<file path="src/rtl/etpu_pkg.sv">
// Shared definitions for the edu TPU GPIO stream bridge.
// Contents:
//   chunk_count()  - number of lane-wide chunks that make up a word
//   ptr_width()    - FIFO pointer width for a given depth
//   IN_CHUNKS_DEF, RES_CHUNKS_DEF, PTR_W_DEF - values for the default
//                    parameter set (8/2, 16/2, depth 4)
//   serial_state_t - serializer FSM states
package etpu_pkg;

  function automatic int chunk_count(input int width, input int lanes);
    return width / lanes;
  endfunction

  function automatic int ptr_width(input int depth);
    return (depth > 1) ? $clog2(depth) : 1;
  endfunction

  localparam int IN_CHUNKS_DEF  = 8 / 2;
  localparam int RES_CHUNKS_DEF = 16 / 2;
  localparam int PTR_W_DEF      = 2;

  typedef enum logic {
    S_IDLE  = 1'b0,
    S_SHIFT = 1'b1
  } serial_state_t;

endpackage

</file>
<file path="src/rtl/etpu_sync_fifo.sv">
// Synchronous FIFO that buffers deserialised inbound words.
// Ports:
//   clk, rst_n      clock and asynchronous active-low reset
//   push, push_data write request and its word
//   pop             read request; ignored while empty
//   head, valid     registered head entry and its valid flag
//   fill            occupancy, 0..DEPTH
//   rejected        one-cycle pulse when a push is dropped because the FIFO is full
module etpu_sync_fifo
  import etpu_pkg::*;
#(
  parameter int DATA_W = 8,
  parameter int DEPTH  = 4
) (
  input  logic                       clk,
  input  logic                       rst_n,
  input  logic                       push,
  input  logic [DATA_W-1:0]          push_data,
  input  logic                       pop,
  output logic [DATA_W-1:0]          head,
  output logic                       valid,
  output logic [$clog2(DEPTH):0]     fill,
  output logic                       rejected
);

  localparam int PTR_W = ptr_width(DEPTH);
  localparam int FW    = $clog2(DEPTH) + 1;

  logic [DATA_W-1:0] mem [DEPTH];
  logic [PTR_W-1:0]  wr_ptr;
  logic [PTR_W-1:0]  rd_ptr;
  logic [FW-1:0]     count;
  logic              full;
  logic              empty;
  logic              pop_ok;
  logic              push_ok;

  assign full  = (count == FW'(DEPTH));
  assign empty = (count == '0);

  // A pop in the same cycle frees the head slot, so a push into a full FIFO
  // still lands when the core is taking a word.
  assign pop_ok   = pop & ~empty;
  assign push_ok  = push & (~full | pop_ok);
  assign rejected = push & ~push_ok;

  genvar gi;
  generate
    for (gi = 0; gi < DEPTH; gi++) begin : g_entry
      always_ff @(posedge clk or negedge rst_n) begin
        if (!rst_n) begin
          mem[gi] <= '0;
        end else if (push_ok && (wr_ptr == PTR_W'(gi))) begin
          mem[gi] <= push_data;
        end
      end
    end
  endgenerate

  always_ff @(posedge clk or negedge rst_n) begin
    if (!rst_n) begin
      wr_ptr <= '0;
      rd_ptr <= '0;
      count  <= '0;
    end else begin
      if (push_ok) wr_ptr <= (wr_ptr == PTR_W'(DEPTH - 1)) ? '0 : wr_ptr + 1'b1;
      if (pop_ok)  rd_ptr <= (rd_ptr == PTR_W'(DEPTH - 1)) ? '0 : rd_ptr + 1'b1;
      case ({push_ok, pop_ok})
        2'b10:   count <= count + 1'b1;
        2'b01:   count <= count - 1'b1;
        default: count <= count;
      endcase
    end
  end

  assign head  = mem[rd_ptr];
  assign valid = ~empty;
  assign fill  = count;

endmodule

</file>
<file path="src/rtl/etpu_gpio_stream_bridge.sv">
// GPIO-to-core bridge for the edu TPU: serial inbound lanes are assembled
// into words, queued and offered to the core; core results are shifted out
// on serial outbound lanes with a strobe.
// Ports:
//   clk, RSTB              clock and asynchronous active-low reset
//   in_frame/in_strb/in_data   inbound serial chunks, MSB chunk first
//   m_valid/m_ready/m_data     FIFO head to the core
//   s_valid/s_ready/s_data     result word from the core
//   out_strb/out_data          outbound serial chunks, MSB chunk first
//   ovf                        sticky overflow (word dropped on full FIFO)
//   fill                       FIFO occupancy
module etpu_gpio_stream_bridge
  import etpu_pkg::*;
#(
  parameter int DATA_W    = 8,
  parameter int IN_LANES  = 2,
  parameter int DEPTH     = 4,
  parameter int RES_W     = 16,
  parameter int OUT_LANES = 2
) (
  input  logic                   clk,
  input  logic                   RSTB,
  input  logic                   in_frame,
  input  logic                   in_strb,
  input  logic [IN_LANES-1:0]    in_data,
  output logic                   m_valid,
  input  logic                   m_ready,
  output logic [DATA_W-1:0]      m_data,
  input  logic                   s_valid,
  output logic                   s_ready,
  input  logic [RES_W-1:0]       s_data,
  output logic                   out_strb,
  output logic [OUT_LANES-1:0]   out_data,
  output logic                   ovf,
  output logic [$clog2(DEPTH):0] fill
);

  localparam int IN_CHUNKS  = chunk_count(DATA_W, IN_LANES);
  localparam int RES_CHUNKS = chunk_count(RES_W, OUT_LANES);
  localparam int ICW        = (IN_CHUNKS > 1) ? $clog2(IN_CHUNKS) : 1;
  localparam int SCW        = $clog2(RES_CHUNKS + 1);

  // ---------------- deserializer ----------------
  logic [DATA_W-1:0]          shreg;
  logic [ICW-1:0]             icnt;
  logic [DATA_W+IN_LANES-1:0] shcat;
  logic                       take;
  logic                       last_chunk;
  logic                       push;
  logic                       rejected;

  assign shcat      = {shreg, in_data};
  assign take       = in_frame & in_strb;
  assign last_chunk = (icnt == ICW'(IN_CHUNKS - 1));
  // The word is pushed in the same cycle its last chunk arrives.
  assign push       = take & last_chunk;

  always_ff @(posedge clk or negedge RSTB) begin
    if (!RSTB) begin
      shreg <= '0;
      icnt  <= '0;
    end else if (!in_frame) begin
      icnt <= '0;
    end else if (in_strb) begin
      shreg <= shcat[DATA_W-1:0];
      icnt  <= last_chunk ? '0 : icnt + 1'b1;
    end
  end

  etpu_sync_fifo #(
    .DATA_W (DATA_W),
    .DEPTH  (DEPTH)
  ) u_fifo (
    .clk       (clk),
    .rst_n     (RSTB),
    .push      (push),
    .push_data (shcat[DATA_W-1:0]),
    .pop       (m_valid & m_ready),
    .head      (m_data),
    .valid     (m_valid),
    .fill      (fill),
    .rejected  (rejected)
  );

  always_ff @(posedge clk or negedge RSTB) begin
    if (!RSTB) ovf <= 1'b0;
    else if (rejected) ovf <= 1'b1;
  end

  // ---------------- serializer ----------------
  serial_state_t    state;
  logic [RES_W-1:0] sreg;
  logic [SCW-1:0]   scnt;

  // The first chunk is emitted straight from s_data on acceptance, so sreg
  // always holds the remaining chunks and scnt counts chunks already shown.
  always_ff @(posedge clk or negedge RSTB) begin
    if (!RSTB) begin
      state    <= S_IDLE;
      sreg     <= '0;
      scnt     <= '0;
      s_ready  <= 1'b1;
      out_strb <= 1'b0;
      out_data <= '0;
    end else begin
      case (state)
        S_IDLE: begin
          if (s_valid) begin
            out_data <= s_data[RES_W-1 -: OUT_LANES];
            out_strb <= 1'b1;
            sreg     <= s_data << OUT_LANES;
            scnt     <= SCW'(1);
            s_ready  <= 1'b0;
            state    <= S_SHIFT;
          end
        end
        S_SHIFT: begin
          if (scnt == SCW'(RES_CHUNKS)) begin
            out_strb <= 1'b0;
            out_data <= '0;
            s_ready  <= 1'b1;
            state    <= S_IDLE;
          end else begin
            out_data <= sreg[RES_W-1 -: OUT_LANES];
            sreg     <= sreg << OUT_LANES;
            scnt     <= scnt + 1'b1;
          end
        end
        default: state <= S_IDLE;
      endcase
    end
  end

endmodule

</file>
<file path="config.mk">
export PLATFORM = sky130hd
export DESIGN_NAME = etpu_gpio_stream_bridge
export DESIGN_NICKNAME = d
export VERILOG_FILES = /design/src/rtl/etpu_pkg.sv /design/src/rtl/etpu_sync_fifo.sv /design/src/rtl/etpu_gpio_stream_bridge.sv
export SDC_FILE = /design/constraint.sdc
export NUM_CORES = 1
export LEC_CHECK = 0
export BUFFER_PORTS_ARGS = -buffer_cell sky130_fd_sc_hd__buf_2
export CAP_MARGIN = 0
export CORE_MARGIN = 4
export CORE_UTILIZATION = 39
export DETAILED_ROUTE_END_ITERATION = 12
export SLEW_MARGIN = 10
export SYNTH_ARGS = -nofsm -noshare
export SYNTH_HDL_FRONTEND = slang
export SYNTH_SLANG_ARGS = --single-unit
</file>
<file path="constraint.sdc">
create_clock -name clk -period 1.99 [get_ports clk]
set_input_delay 0.398 -clock clk [delete_from_list [all_inputs] [get_ports clk]]
set_output_delay 0.398 -clock clk [all_outputs]
set_load 0.1 [all_outputs]
</file>
==> impl_metrics.tcl <==
set metrics [dict create \
    status "complete, but fails checks" \
    violations "negative setup slack" \
    arrival_ps 1620 \
    worst_slew_pin_slew_ps 487 \
    crit_end "m_data[7]" \
    routed_via_density 4.90 \
    synthTopCellsByArea "dfrtp_1 53%, mux2_2 8.9%, mux4_2 5.5%, mux2i_1 4.8%, ha_1 3.0%" \
    r2r_slack_ps 160 \
    ys_warn_count 0 \
    cts.clk_slew.worst_paths_ps 70 \
    end_kind "output pin" \
    synth_simple_gate_area_share_pct 8.93 \
    clockPowerShare_pct 22.2 \
    rows 33 \
    synth_area_leader_cell "dfrtp_1" \
    powerDensity_nw_per_um2 1420 \
    p_int_w 0.00335 \
    cts.sinks 71 \
    grt_pass1_vias 2062 \
    finalSetupViolations 4 \
    nets 321 \
    ctsRootBufferMaster "clkbuf_8" \
    synth_top_area_share_pct 53.0 \
    finClkSkew_ps 8.28 \
    synthArstFlopShare_pct 100 \
    slew_violations 0 \
    ctsLongestPathBuffers 2 \
    timing.rr.end "u_fifo.fill[2]$_DFFE_PN0P_" \
    drc_errors 0 \
    yosysSeqAreaShare_pct 53.8 \
    grt_max_degree 72 \
    fin_crit_sh_pct 102 \
    leakagePower_nw 2.02 \
    start_util_pct 40.2 \
    routedWlPerCell_um 14.8 \
    syn_area_um2 3310 \
    rsz0062_at_grt "yes" \
    worst_slack_ps -31.6 \
    htreeDepth 3 \
    fin_cells 397 \
    clk_latency_ps 340 \
    fin_area_um2 3960 \
    drv_cap 0 \
    die_w_um 100 \
    seqPwrFrac_pct 38.9 \
    final-hold-violation-count 0 \
    power.switching_w 0.00228 \
    syn_nets 270 \
    synth_area_per_cell_um2 13.9 \
    postPlaceCellArea_um2 3680 \
    synth_edf_count 0 \
    placed_cells 381 \
    yosys_most_used_dff "dfrtp_1" \
    synth_top_family_by_area "multiplexers" \
    post-route-min-period_ps 2020 \
    drt-pass1-iter-count 4 \
    vias 1944 \
    reg2reg_depth 8 \
    cp_max_fo 8 \
    clock.fmax_ghz 0.495 \
    grt_pass1_wl_um 10100 \
    peakVddDrop_mv 1.16 \
    wl_um 5890 \
    ys_ff_latch 71 \
    synth-compound-area-share_pct 5.53 \
    crit_required_ps 1590 \
    min_path_type "primary input to asynchronous set/reset pin" \
    drive_gt1_share_pct 41.4 \
    critPathKind "flip-flop to output pin" \
    core-area_um2 8220 \
    synth.distinct_cells 41 \
    combPwrFrac_pct 38.9 \
    slew_headroom_pct 67.8 \
    antennaDiodeCount 0 \
    cts_buffers 9 \
    synthMuxAreaShare_pct 24.3 \
    cts_tree "built" \
    antenna_left 0 \
    synth_adder_area_share_pct 3.63 \
    syn2layout_area_growth_pct 19.7 \
    swShare_pct 40.5 \
    io_pins 41 \
    dp_hpwl_um 3880 \
    drt_iter0_markers 93 \
    overflow 0 \
    cp-start-kind "flip-flop" \
    die_h_um 100 \
    netlist_instances 237 \
    yosysMostFrequentCell "dfrtp_1" \
    yosys-top-cells-count "70 x dfrtp_1, 26 x mux2_2, 16 x mux2i_1, 16 x nor2_1, 15 x a21oi_1" \
    cp-startpoint "u_fifo.rd_ptr[0]$_DFFE_PN0P_" \
    synth_xor_area_share_pct 1.32 \
    gp_congestion 0.731 \
    crit-reg2reg-launch "icnt[0]$_DFFE_PN0P_" \
    postCtsHoldBufs 0 \
    antenna_found_initial 0 \
    grtUsageTotal_pct 13.2 \
    die_area_um2 10000 \
    numPortBuffers 40 \
]
==> cells in the final DEF, fill, tap and decap left out, types with 4 or more instances in the layout <==
cell,n
o21ai_0,4
inv_1,8
mux2_1,7
ha_1,7
clkbuf_8,10
nand2_1,8
nand2_4,4
mux2i_1,16
mux2_2,26
buf_2,32
mux4_2,8
a21oi_1,15
buf_4,6
buf_6,8
dfrtp_1,67
nor2_1,16
mux2_4,6
==> power groups by stage <==
stage	clock, W	combinational (W)	sequential, W
2_1_floorplan	0	0.00133	0.00264
3_3_place_gp	0	0.00214	0.00221
3_5_place_dp	0	0.00217	0.00222
4_1_cts	0.00129	0.00222	0.00219
5_1_grt	0.00136	0.00239	0.00225
6_report	0.00125	0.00219	0.00219
==> final cells by class <==
| type | count | area [µm²] |
|---|---|---|
| Clock buffer | 11 | 141 |
| Clock inverter | 4 | 70.1 |
| Fill cell | 728 | 4260 |
| Inverter | 9 | 33.8 |
| Multi-Input combinational cell | 149 | 1460 |
| Sequential cell | 71 | 1790 |
| Tap cell | 105 | 131 |
| Timing Repair Buffer | 48 | 335 |
==> kinds of logic after synthesis <==
kind of cell,after synthesis
xor gates and xnor gates,5
AOI/OAI and AO/OA,28
and+or+nand+nor,44
muxes,63
buffers and inverters,17
adders and majority gates,9
DFF,71
==> repair_timing <==
item / in CTS / in global routing
resized for setup: 16 / 1
cloned: 0 / 0
setup buffers: 1 / 0
pin swaps: 0 / 1
endpoints found under the hold margin: 0 / 0
setup endpoints to repair: 8 / 9
==> flip-flops by register name (all words and copies together), names as in the netlist, 2 cells and up <==
register / count
icnt: 2
out_data: 2
scnt: 4
shreg: 6
sreg: 14
u_fifo.fill: 3
u_fifo.mem: 32
u_fifo.rd_ptr: 2
u_fifo.wr_ptr: 2
==> how the worst min path moves through the flow <==
stage                               end  start
global placement    sreg[5]$_DFFE_PN0P_   RSTB
floorplan           icnt[0]$_DFFE_PN0P_   RSTB
finish              sreg[5]$_DFFE_PN0P_   RSTB
global route        sreg[3]$_DFFE_PN0P_   RSTB
CTS                 sreg[3]$_DFFE_PN0P_   RSTB
detailed placement  sreg[5]$_DFFE_PN0P_   RSTB
==> worst max-delay path, cell delays in order, from the launching register on <==
cell and delay [ps]:
dfrtp_1 390, buf_12 150, mux4_2 540, buf_6 210
==> metal layers <==
layer  share of wire [%]  wire, µm  GRT usage (%)  vias up
li1                    -         -              -      938
met1                  48      2810           17.6      963
met2                  47      2750           20.5       35
met3                 4.1       244           3.34        8
met4                 1.5        89           5.60        0
met5                   0         0              0        -
==> per-stage QoR <==
stage	setup slack (ps)	total power [W]	TNS (ps)	util [%]	hold WS [ps]
6_report	-31.6	0.00563	-59.4	48.1	75.9
5_1_grt	-99.0	0.00601	-663	48.1	98.0
4_1_cts	-62.3	0.00571	-294	48.1	84.2
3_5_place_dp	81.8	0.00439	0	44.8	459
3_3_place_gp	119	0.00435	0	44.8	457
2_1_floorplan	9.00	0.00397	0	-	102
No activity file was read; power rests on OpenSTA's default activity.
